==> src/rtl/cva5_config.sv <==
// Core-wide configuration constants shared by the writeback path.
package cva5_config;
   localparam int XLEN = 32;
   localparam int PHYS_REG_ADDR_W = 6;

   // Round-robin pointer width; a single requester still gets a 1-bit pointer.
   function automatic int WB_PTR_W(input int n);
      return (n > 1) ? $clog2(n) : 1;
   endfunction
endpackage

==> src/rtl/cva5_types.sv <==
// Shared datapath types for register-file writeback.
package cva5_types;
   import cva5_config::*;

   typedef logic [PHYS_REG_ADDR_W-1:0] phys_addr_t;

   typedef struct packed {
      logic                valid;
      phys_addr_t          phys_addr;
      logic [XLEN-1:0]     data;
   } commit_packet_t;
endpackage

==> src/rtl/wb_round_robin_arbiter.sv <==
// Round-robin arbiter: search starts at ptr, first requester wins, ptr moves past the winner.
module wb_round_robin_arbiter
   import cva5_config::*;
#(
   parameter int NUM_REQ = 4,
   localparam int IDX_W = WB_PTR_W(NUM_REQ)
) (
   input  logic               clk,
   input  logic               rst,
   input  logic [NUM_REQ-1:0] req,
   output logic [NUM_REQ-1:0] grant,
   output logic [IDX_W-1:0]   grant_idx,
   output logic               grant_valid
);
   logic [IDX_W-1:0] ptr;
   logic [IDX_W:0]   cand;
   logic [IDX_W-1:0] idx;

   always_comb begin
      grant       = '0;
      grant_idx   = '0;
      grant_valid = 1'b0;
      cand        = '0;
      idx         = '0;
      for (int k = 0; k < NUM_REQ; k++) begin
         // ptr + k stays below 2*NUM_REQ, so one conditional subtract wraps it
         cand = {1'b0, ptr} + (IDX_W+1)'(k);
         if (cand >= (IDX_W+1)'(NUM_REQ))
            cand = cand - (IDX_W+1)'(NUM_REQ);
         idx = cand[IDX_W-1:0];
         if (!grant_valid && req[idx]) begin
            grant_valid = 1'b1;
            grant[idx]  = 1'b1;
            grant_idx   = idx;
         end
      end
   end

   always_ff @(posedge clk) begin
      if (rst)
         ptr <= '0;
      else if (grant_valid)
         ptr <= (grant_idx == IDX_W'(NUM_REQ-1)) ? '0 : grant_idx + IDX_W'(1);
   end
endmodule

==> src/rtl/writeback_commit_arbiter.sv <==
// One register-file write port: per-unit one-entry buffers, round-robin pick,
// registered commit packet plus the matching inflight-clear.
module writeback_commit_arbiter
   import cva5_config::*;
   import cva5_types::*;
#(
   parameter int NUM_UNITS  = 4,
   parameter int DATA_WIDTH = 32
) (
   input  logic                                 clk,
   input  logic                                 rst,
   input  logic [NUM_UNITS-1:0]                 unit_valid,
   output logic [NUM_UNITS-1:0]                 unit_ready,
   input  phys_addr_t [NUM_UNITS-1:0]           unit_phys_addr,
   input  logic [NUM_UNITS-1:0][DATA_WIDTH-1:0] unit_data,
   output commit_packet_t                       commit,
   output logic                                 inflight_commit,
   output phys_addr_t                           inflight_commit_addr
);
   localparam int IDX_W = WB_PTR_W(NUM_UNITS);

   logic [NUM_UNITS-1:0]                 full;
   logic [NUM_UNITS-1:0]                 grant;
   phys_addr_t [NUM_UNITS-1:0]           entry_addr;
   logic [NUM_UNITS-1:0][DATA_WIDTH-1:0] entry_data;
   logic [IDX_W-1:0]                     grant_idx;
   logic                                 grant_valid;
   phys_addr_t                           addr_w;
   logic [DATA_WIDTH-1:0]                data_w;

   wb_round_robin_arbiter #(.NUM_REQ(NUM_UNITS)) u_arb (
      .clk         (clk),
      .rst         (rst),
      .req         (full),
      .grant       (grant),
      .grant_idx   (grant_idx),
      .grant_valid (grant_valid)
   );

   // Draining entry may be refilled in the same cycle; held open while in reset.
   assign unit_ready = ~full | grant | {NUM_UNITS{rst}};
   assign addr_w     = entry_addr[grant_idx];
   assign data_w     = entry_data[grant_idx];

   always_ff @(posedge clk) begin
      if (rst) begin
         full   <= '0;
         commit <= '0;
      end else begin
         for (int i = 0; i < NUM_UNITS; i++) begin
            if (unit_valid[i] && unit_ready[i]) begin
               full[i]       <= 1'b1;
               entry_addr[i] <= unit_phys_addr[i];
               entry_data[i] <= unit_data[i];
            end else if (grant[i]) begin
               full[i] <= 1'b0;
            end
         end
         // Writes to physical register 0 drain silently.
         commit.valid     <= grant_valid && (addr_w != '0);
         commit.phys_addr <= addr_w;
         commit.data      <= XLEN'(data_w);
      end
   end

   assign inflight_commit      = commit.valid;
   assign inflight_commit_addr = commit.phys_addr;
endmodule

==> config.mk <==
export PLATFORM = sky130hd
export DESIGN_NAME = writeback_commit_arbiter
export DESIGN_NICKNAME = d
export VERILOG_FILES = /design/src/rtl/cva5_config.sv /design/src/rtl/cva5_types.sv /design/src/rtl/wb_round_robin_arbiter.sv /design/src/rtl/writeback_commit_arbiter.sv
export SDC_FILE = /design/constraint.sdc
export NUM_CORES = 1
export LEC_CHECK = 0
export CAP_MARGIN = 20
export CORE_MARGIN = 3
export CORE_UTILIZATION = 51
export CTS_CLUSTER_SIZE = 16
export DETAILED_ROUTE_END_ITERATION = 10
export GPL_TIMING_DRIVEN = 1
export PLACE_DENSITY = 0.82
export SYNTH_ARGS = -nofsm -noshare
export SYNTH_HDL_FRONTEND = slang
export SYNTH_SLANG_ARGS = --single-unit
==> constraint.sdc <==
create_clock -name clk -period 7.96 [get_ports clk]
set_input_delay 1.99 -clock clk [delete_from_list [all_inputs] [get_ports clk]]
set_output_delay 1.99 -clock clk [all_outputs]
set_load 0.02 [all_outputs]
# Yosys cells after proc, flatten, opt, wreduce, memory -nomap -nowiden
# Index checks and enable logic that the tools add are counted.
[word_totals]
register_bits = 197
output_inout_bits = 50
elab_cells = 114
in_bits = 158
[classes]
bitwise_logic = 7
magnitude_cmp = 13
muxes = 45
addsub = 8
reduce_logical = 24
eq_ne = 1
[op_table]
columns = ["op", "count"]
rows = [
  ["$bmux W32 S2", 1],
  ["$mux W32", 1],
  ["$mux W1", 20],
  ["$or A4 B4 Y4", 5],
  ["$mux W2", 9],
  ["$mux W4", 4],
  ["$lt A2 B3 Y1 const B", 5],
  ["$bmux W6 S2", 1],
  ["$logic_and A1 B1 Y1", 12],
  ["$ge A3 B3 Y1 const B", 3],
  ["$bmux W1 S2", 4],
  ["$demux W1 S2", 4],
  ["$ge A2 B1 Y1 const B", 4],
  ["$reduce_and A2 Y1", 4],
  ["$reduce_bool A2 Y1", 4],
  ["$sub A2 B1 Y2 const B", 4],
  ["$add A2 B2 Y3 const B", 2],
  ["$mux W6", 1],
  ["$reduce_bool A6 Y1", 1],
  ["$not A4 Y4", 1],
  ["$add A2 B1 Y3 const B", 1],
  ["$ge A2 B3 Y1 const B", 1],
  ["$logic_not A1 Y1", 3],
  ["$add A2 B1 Y2 const B", 1],
  ["other kinds (2)", 2],
]

# Depth between registers and ports, before layout
[logic_depth]
word_depth = 18
ltp_mapped = 13
depth_no_buf = 9

# By module
# From an unflattened synthesis, not the netlist that was laid out.
[unflattened]
hier_cells = 370
area_unflattened_um2 = 7295.7
[modules_own_cells]
columns = ["mod", "seq_area_each_um2", "cells_per_inst", "area_per_inst_um2", "instances"]
rows = [
  ["writeback_commit_arbiter", 5425.2, 315, 6766.5, 1],
  ["wb_round_robin_arbiter", 40.0, 55, 529.3, 1],
]

# Worst setup path before layout
# OpenSTA, ideal clock, no wires.
[synth_path]
path_type = "input to register"
start = "input rst"
end = "register entry_addr[0] (netlist name), enable pin"
t_arrival_ps = 5039
path_buffers = 1
cell_stages = 2
required_ps = 7471
setup_slack_ps = 2432
setup_time_ps = 489
cell_sequence = "clkbuf_1 -> nor3b_1"
[synth_via]
elab_chain_cells = 3
elab_cells_between_ends = 4
classes_between = "bitwise (2); reduce/logical (2)"
[synth_lines]
columns = ["item", "line_no", "rtl"]
rows = [
  ["start: declaration", "writeback_commit_arbiter.sv:11", "input logic rst,"],
  ["$or A4 B4 Y4", "writeback_commit_arbiter.sv:41", "assign unit_ready = ~full | grant | {NUM_UNITS{rst}};"],
  ["$logic_and A1 B1 Y1", "writeback_commit_arbiter.sv:51", "if (unit_valid[i] && unit_ready[i]) begin"],
  ["$reduce_and A2 Y1 (no line) (*)", "--", ""],
  ["end signal: indexed assignment", "writeback_commit_arbiter.sv:53", "entry_addr[i] <= unit_phys_addr[i];"],
  ["end: declaration", "writeback_commit_arbiter.sv:24", "phys_addr_t [NUM_UNITS-1:0] entry_addr;"],
]
# Every way passes the cells marked *; elsewhere a longest branch is shown, timed or not.
# A chain may end at the register's enable or synchronous reset.

# Worst setup path after layout
[layout_path]
start = "register u_arb.ptr[0]"
end = "output unit_ready[3]"
[layout_via]
elab_chain_cells = 16
elab_cells_between_ends = 61
classes_between = "add/sub (7); order compare (12); mux (27); bitwise (5); reduce/logical (10)"
[layout_lines]
columns = ["item", "line_no", "rtl"]
rows = [
  ["start: declaration", "wb_round_robin_arbiter.sv:15", "logic [IDX_W-1:0] ptr;"],
  ["start signal: assignment", "wb_round_robin_arbiter.sv:43", "ptr <= (grant_idx == IDX_W'(NUM_REQ-1)) ? '0 : grant_idx + IDX_W'(1);"],
  ["parallel branches: the longest is 13 deep, another holds $add A2 B1 Y3", "--", ""],
  ["$mux W4 (*)", "wb_round_robin_arbiter.sv:31", "if (!grant_valid && req[idx]) begin"],
  ["$or A4 B4 Y4 (*) (2 in series)", "writeback_commit_arbiter.sv:41", ""],
  ["end: declaration", "writeback_commit_arbiter.sv:13", "output logic [NUM_UNITS-1:0] unit_ready,"],
]
# Mark *: on every way between the ends. The select of a mux whose other input is x is not followed.

==> metrics <==
Worst slew margin=42.1%; endpoint kind of the worst setup timing path=output port; Final Cycle Share=around three quarters; predominant post-synthesis flop cell=sky130_fd_sc_hd__edfxtp_1; largest buffer count on any clock path=2; detailed-routing iteration count for the pre-antenna-repair pass=5; status=completed; # diodes=0; start of the worst register-to-register path=u_arb.ptr[0]$_SDFFE_PP0P_; growth of design area from synthesis to finish=37.4%; Overall Global Routing Usage=a little over a fifth; Area contributors post-synth=sky130_fd_sc_hd__edfxtp_1 61%, sky130_fd_sc_hd__dfxtp_1 12%, sky130_fd_sc_hd__mux4_2 11%; Filler Cell Count=884; CP arrival=3.88 ns; proportion of register bits with asynchronous set or reset after synthesis=0%; number of routed nets with antenna violations=0; overall via count from detail_route=4409; crit start category=flop; height of the die=roughly 130 µm; worst r2r dst=inflight_commit$_SDFF_PP0_; TritonCTS clock tree=yes; count of placed standard cells including taps=a little under 800; r2r setup slk=3.62 ns; slew of the pin with the lowest slew margin=0.864 ns; cts bufs inserted=17; number of clock sinks=197; number of unique standard cell types used by synthesis=39; final routed wirelength across all metal layers=17200 µm; fraction of final layout cells sized beyond drive strength 1=15.3%; Total Nets Final=776; timing startpoint of the critical path=u_arb.ptr[0]$_SDFFE_PP0P_; last element of the critical path=unit_ready[3]; worst setup skew after layout=0.00913 ns; power density over the cells=317 nW/µm²; detailed router's first-iteration violation count=between 200 and 300; average size of a mapped cell=18.3 µm²; hold violation total from the final report=0; maximum number of pins on one net before global-route repair=between 50 and 60; antenna violations before repair=0; flip-flop and latch count after synthesis=197; Via density=roughly 5.5; grt total ovfl=0; effective utilization at floorplan=52.8%; post_cts resized=0; maximum operating frequency=between 150 and 200 MHz; die width=~130 µm; num rows=43; number of buffers added for setup after CTS=0; setup TNS=0 ns; yosys warns=0; Post-route DRC=0; final estimated routing congestion in global placement=0.860; EDFF count, synth=152; clock network latency to the later pin of the worst-skew pair=0.43 ns; hold buffers post-CTS=0; max-cap viol count=0; total nets after synthesis=about 570; most area-hungry cell type in the Yosys netlist=sky130_fd_sc_hd__edfxtp_1; placeable core region=~14000 µm²; type of the worst setup path=reg2out; sequential share of the synthesized area=73.4%; worst endpoint required time=5.97 ns; Final Max Slew Viols=0; Boundary Pins=208; final setup fails=0; final non-filler cell total=a little over 800; dpl hpwl=11300 µm; Static Leak=3.55 nW; first-pass GRT wire length=26000 µm; area of the mapped netlist=7450 µm²; per-cell routed wire length=about 21 µm; post-route minimum period=5.87 ns; Max rail drop VDD=0.180 mV; root cell of the clock tree=sky130_fd_sc_hd__clkbuf_16; portion of synthesized cell area occupied by the leading cell type=61.3%; worst-path fanout max=20; worst reg-to-reg path cell count=10; vias in the first global route=4571; clk slew on worst S/H paths=0.07 ns; Tightest Hold Check Type=reg2reg; number of cells produced by synthesis=408; number of port buffers=207; setup repair after global routing missed its margin=no; count of H-tree levels built during CTS=4; Total Die Area=16100 µm²
[sequential cells by signal (all words and copies together) (netlist names)]
register / flops
entry_data: 128
commit: 32
inflight_commit_addr: 6
u_arb.ptr: 2
inflight_commit: 1
entry_addr: 24
full: 4
[cell usage after synthesis (2+ instances only)]
cell                         n
sky130_fd_sc_hd__nor3b_1     5
sky130_fd_sc_hd__nor3_1      4
sky130_fd_sc_hd__clkbuf_1    7
sky130_fd_sc_hd__mux2i_1     5
sky130_fd_sc_hd__o21ai_0     2
sky130_fd_sc_hd__inv_1       9
sky130_fd_sc_hd__or2_2       7
sky130_fd_sc_hd__mux2_2      5
sky130_fd_sc_hd__buf_4      10
sky130_fd_sc_hd__a31oi_1     2
sky130_fd_sc_hd__nand2_1    13
sky130_fd_sc_hd__a211oi_1    3
sky130_fd_sc_hd__buf_6       5
sky130_fd_sc_hd__edfxtp_1  152
sky130_fd_sc_hd__mux4_2     35
sky130_fd_sc_hd__o211ai_2    2
sky130_fd_sc_hd__dfxtp_1    45
sky130_fd_sc_hd__a221oi_1    2
sky130_fd_sc_hd__nor4_1      2
sky130_fd_sc_hd__nor2b_1    36
sky130_fd_sc_hd__nor2_1     11
sky130_fd_sc_hd__nand3_1     7
sky130_fd_sc_hd__buf_2       6
sky130_fd_sc_hd__ha_1        5
sky130_fd_sc_hd__a21oi_1    11
sky130_fd_sc_hd__a221o_1     4
[layer usage]
| layer | vias to the layer above | GRT usage [%] | wire [µm] |
|---|---|---|---|
| met3 | 32 | 6.48 | 1240 |
| li1 | 1975 | - | - |
| met4 | 0 | 8.20 | 482 |
| met5 | - | 0 | 0 |
| met2 | 195 | 36.6 | 8730 |
| met1 | 2207 | 27.4 | 6710 |
[where the power goes]
| part | leakage [nW] | switching [mW] | total, mW | internal, mW |
|---|---|---|---|---|
| clock network | 0.291 | 0.374 | 0.860 | 0.486 |
| registers | 1.79 | 0.0738 | 1.34 | 1.27 |
| logic | 1.47 | 0.500 | 1.04 | 0.543 |
| total | 3.55 | 0.948 | 3.24 | 2.29 |
[critical path, stage by stage (launching register included)]
cell and delay [ns]:
sky130_fd_sc_hd__dfxtp_1 0.77, sky130_fd_sc_hd__inv_1 0.20, sky130_fd_sc_hd__ha_1 0.53, sky130_fd_sc_hd__mux4_2 0.46, sky130_fd_sc_hd__nor2b_1 0.21, sky130_fd_sc_hd__nand2_1 0.07, sky130_fd_sc_hd__nand3_1 0.08, sky130_fd_sc_hd__a221o_1 0.33
sky130_fd_sc_hd__or2_2 0.28, sky130_fd_sc_hd__clkdlybuf4s50_1 0.53
[area by class of cell]
| cell class | count | area, µm² | share of cell area, % |
|---|---|---|---|
| clock buffers | 20 | 457 | 4.46 |
| clock inverters | 12 | 143 | 1.39 |
| flip-flops and latches | 197 | 5470 | 53.4 |
| well taps | 180 | 225 | 2.20 |
| inverters | 9 | 33.8 | 0.330 |
| repair buffers | 214 | 2120 | 20.7 |
| multi-input cells | 174 | 1790 | 17.5 |
[how the worst min path moves through the flow]
| stage | start | endpoint | cells after the start |
|---|---|---|---|
| 6_report | entry_data[120]$_DFFE_PP_ | commit[24]$_SDFF_PP0_ | 2 |
| 5_1_grt | entry_data[39]$_DFFE_PP_ | commit[7]$_SDFF_PP0_ | 2 |
| 4_1_cts | u_arb.ptr[1]$_SDFFE_PP0P_ | u_arb.ptr[1]$_SDFFE_PP0P_ | 2 |
| 3_5_place_dp | entry_data[36]$_DFFE_PP_ | commit[4]$_SDFF_PP0_ | 2 |
| 3_3_place_gp | u_arb.ptr[1]$_SDFFE_PP0P_ | u_arb.ptr[1]$_SDFFE_PP0P_ | 2 |
| 2_1_floorplan | entry_addr[9]$_DFFE_PP_ | inflight_commit_addr[3]$_SDFF_PP0_ | 2 |
[kinds of logic after synthesis]
group	synth area share [%]
flip-flops	73.4
XOR/XNOR	0.118
AO/OA/AOI/OAI	3.70
buffers and inverters	2.97
adder cells (fa/ha/maj)	0.840
AND/OR/NAND/NOR	6.62
multiplexers	12.4
[through the flow]
step	hold slack, ns	instance area, µm²	power, mW	util, %	worst slack, ns
global placement	0.620	9640	2.37	68.4	2.56
global route	0.693	10200	3.39	72.6	1.85
CTS	0.661	10200	3.27	72.6	2.09
finish	0.666	10200	3.24	72.6	2.09
floorplan	0.618	7450	2.06	-	2.43
detailed placement	0.653	9640	2.41	68.4	2.54
[placed cells by master (no fill, tap or decap), types with 3 or more instances in the layout]
master,n
sky130_fd_sc_hd__a211oi_1,3
sky130_fd_sc_hd__a21oi_1,11
sky130_fd_sc_hd__a221o_1,4
sky130_fd_sc_hd__buf_4,7
sky130_fd_sc_hd__clkbuf_16,17
sky130_fd_sc_hd__clkdlybuf4s50_1,206
sky130_fd_sc_hd__dfxtp_1,45
sky130_fd_sc_hd__edfxtp_1,152
sky130_fd_sc_hd__ha_1,5
sky130_fd_sc_hd__inv_1,9
sky130_fd_sc_hd__mux2_2,5
sky130_fd_sc_hd__mux2i_1,5
sky130_fd_sc_hd__mux4_2,35
sky130_fd_sc_hd__nand2_1,13
sky130_fd_sc_hd__nand3_1,7
sky130_fd_sc_hd__nor2_1,11
sky130_fd_sc_hd__nor2b_1,36
sky130_fd_sc_hd__nor3_1,4
sky130_fd_sc_hd__nor3b_2,4
sky130_fd_sc_hd__or2_2,7
Note: power is estimated with default switching activity, not from simulation.
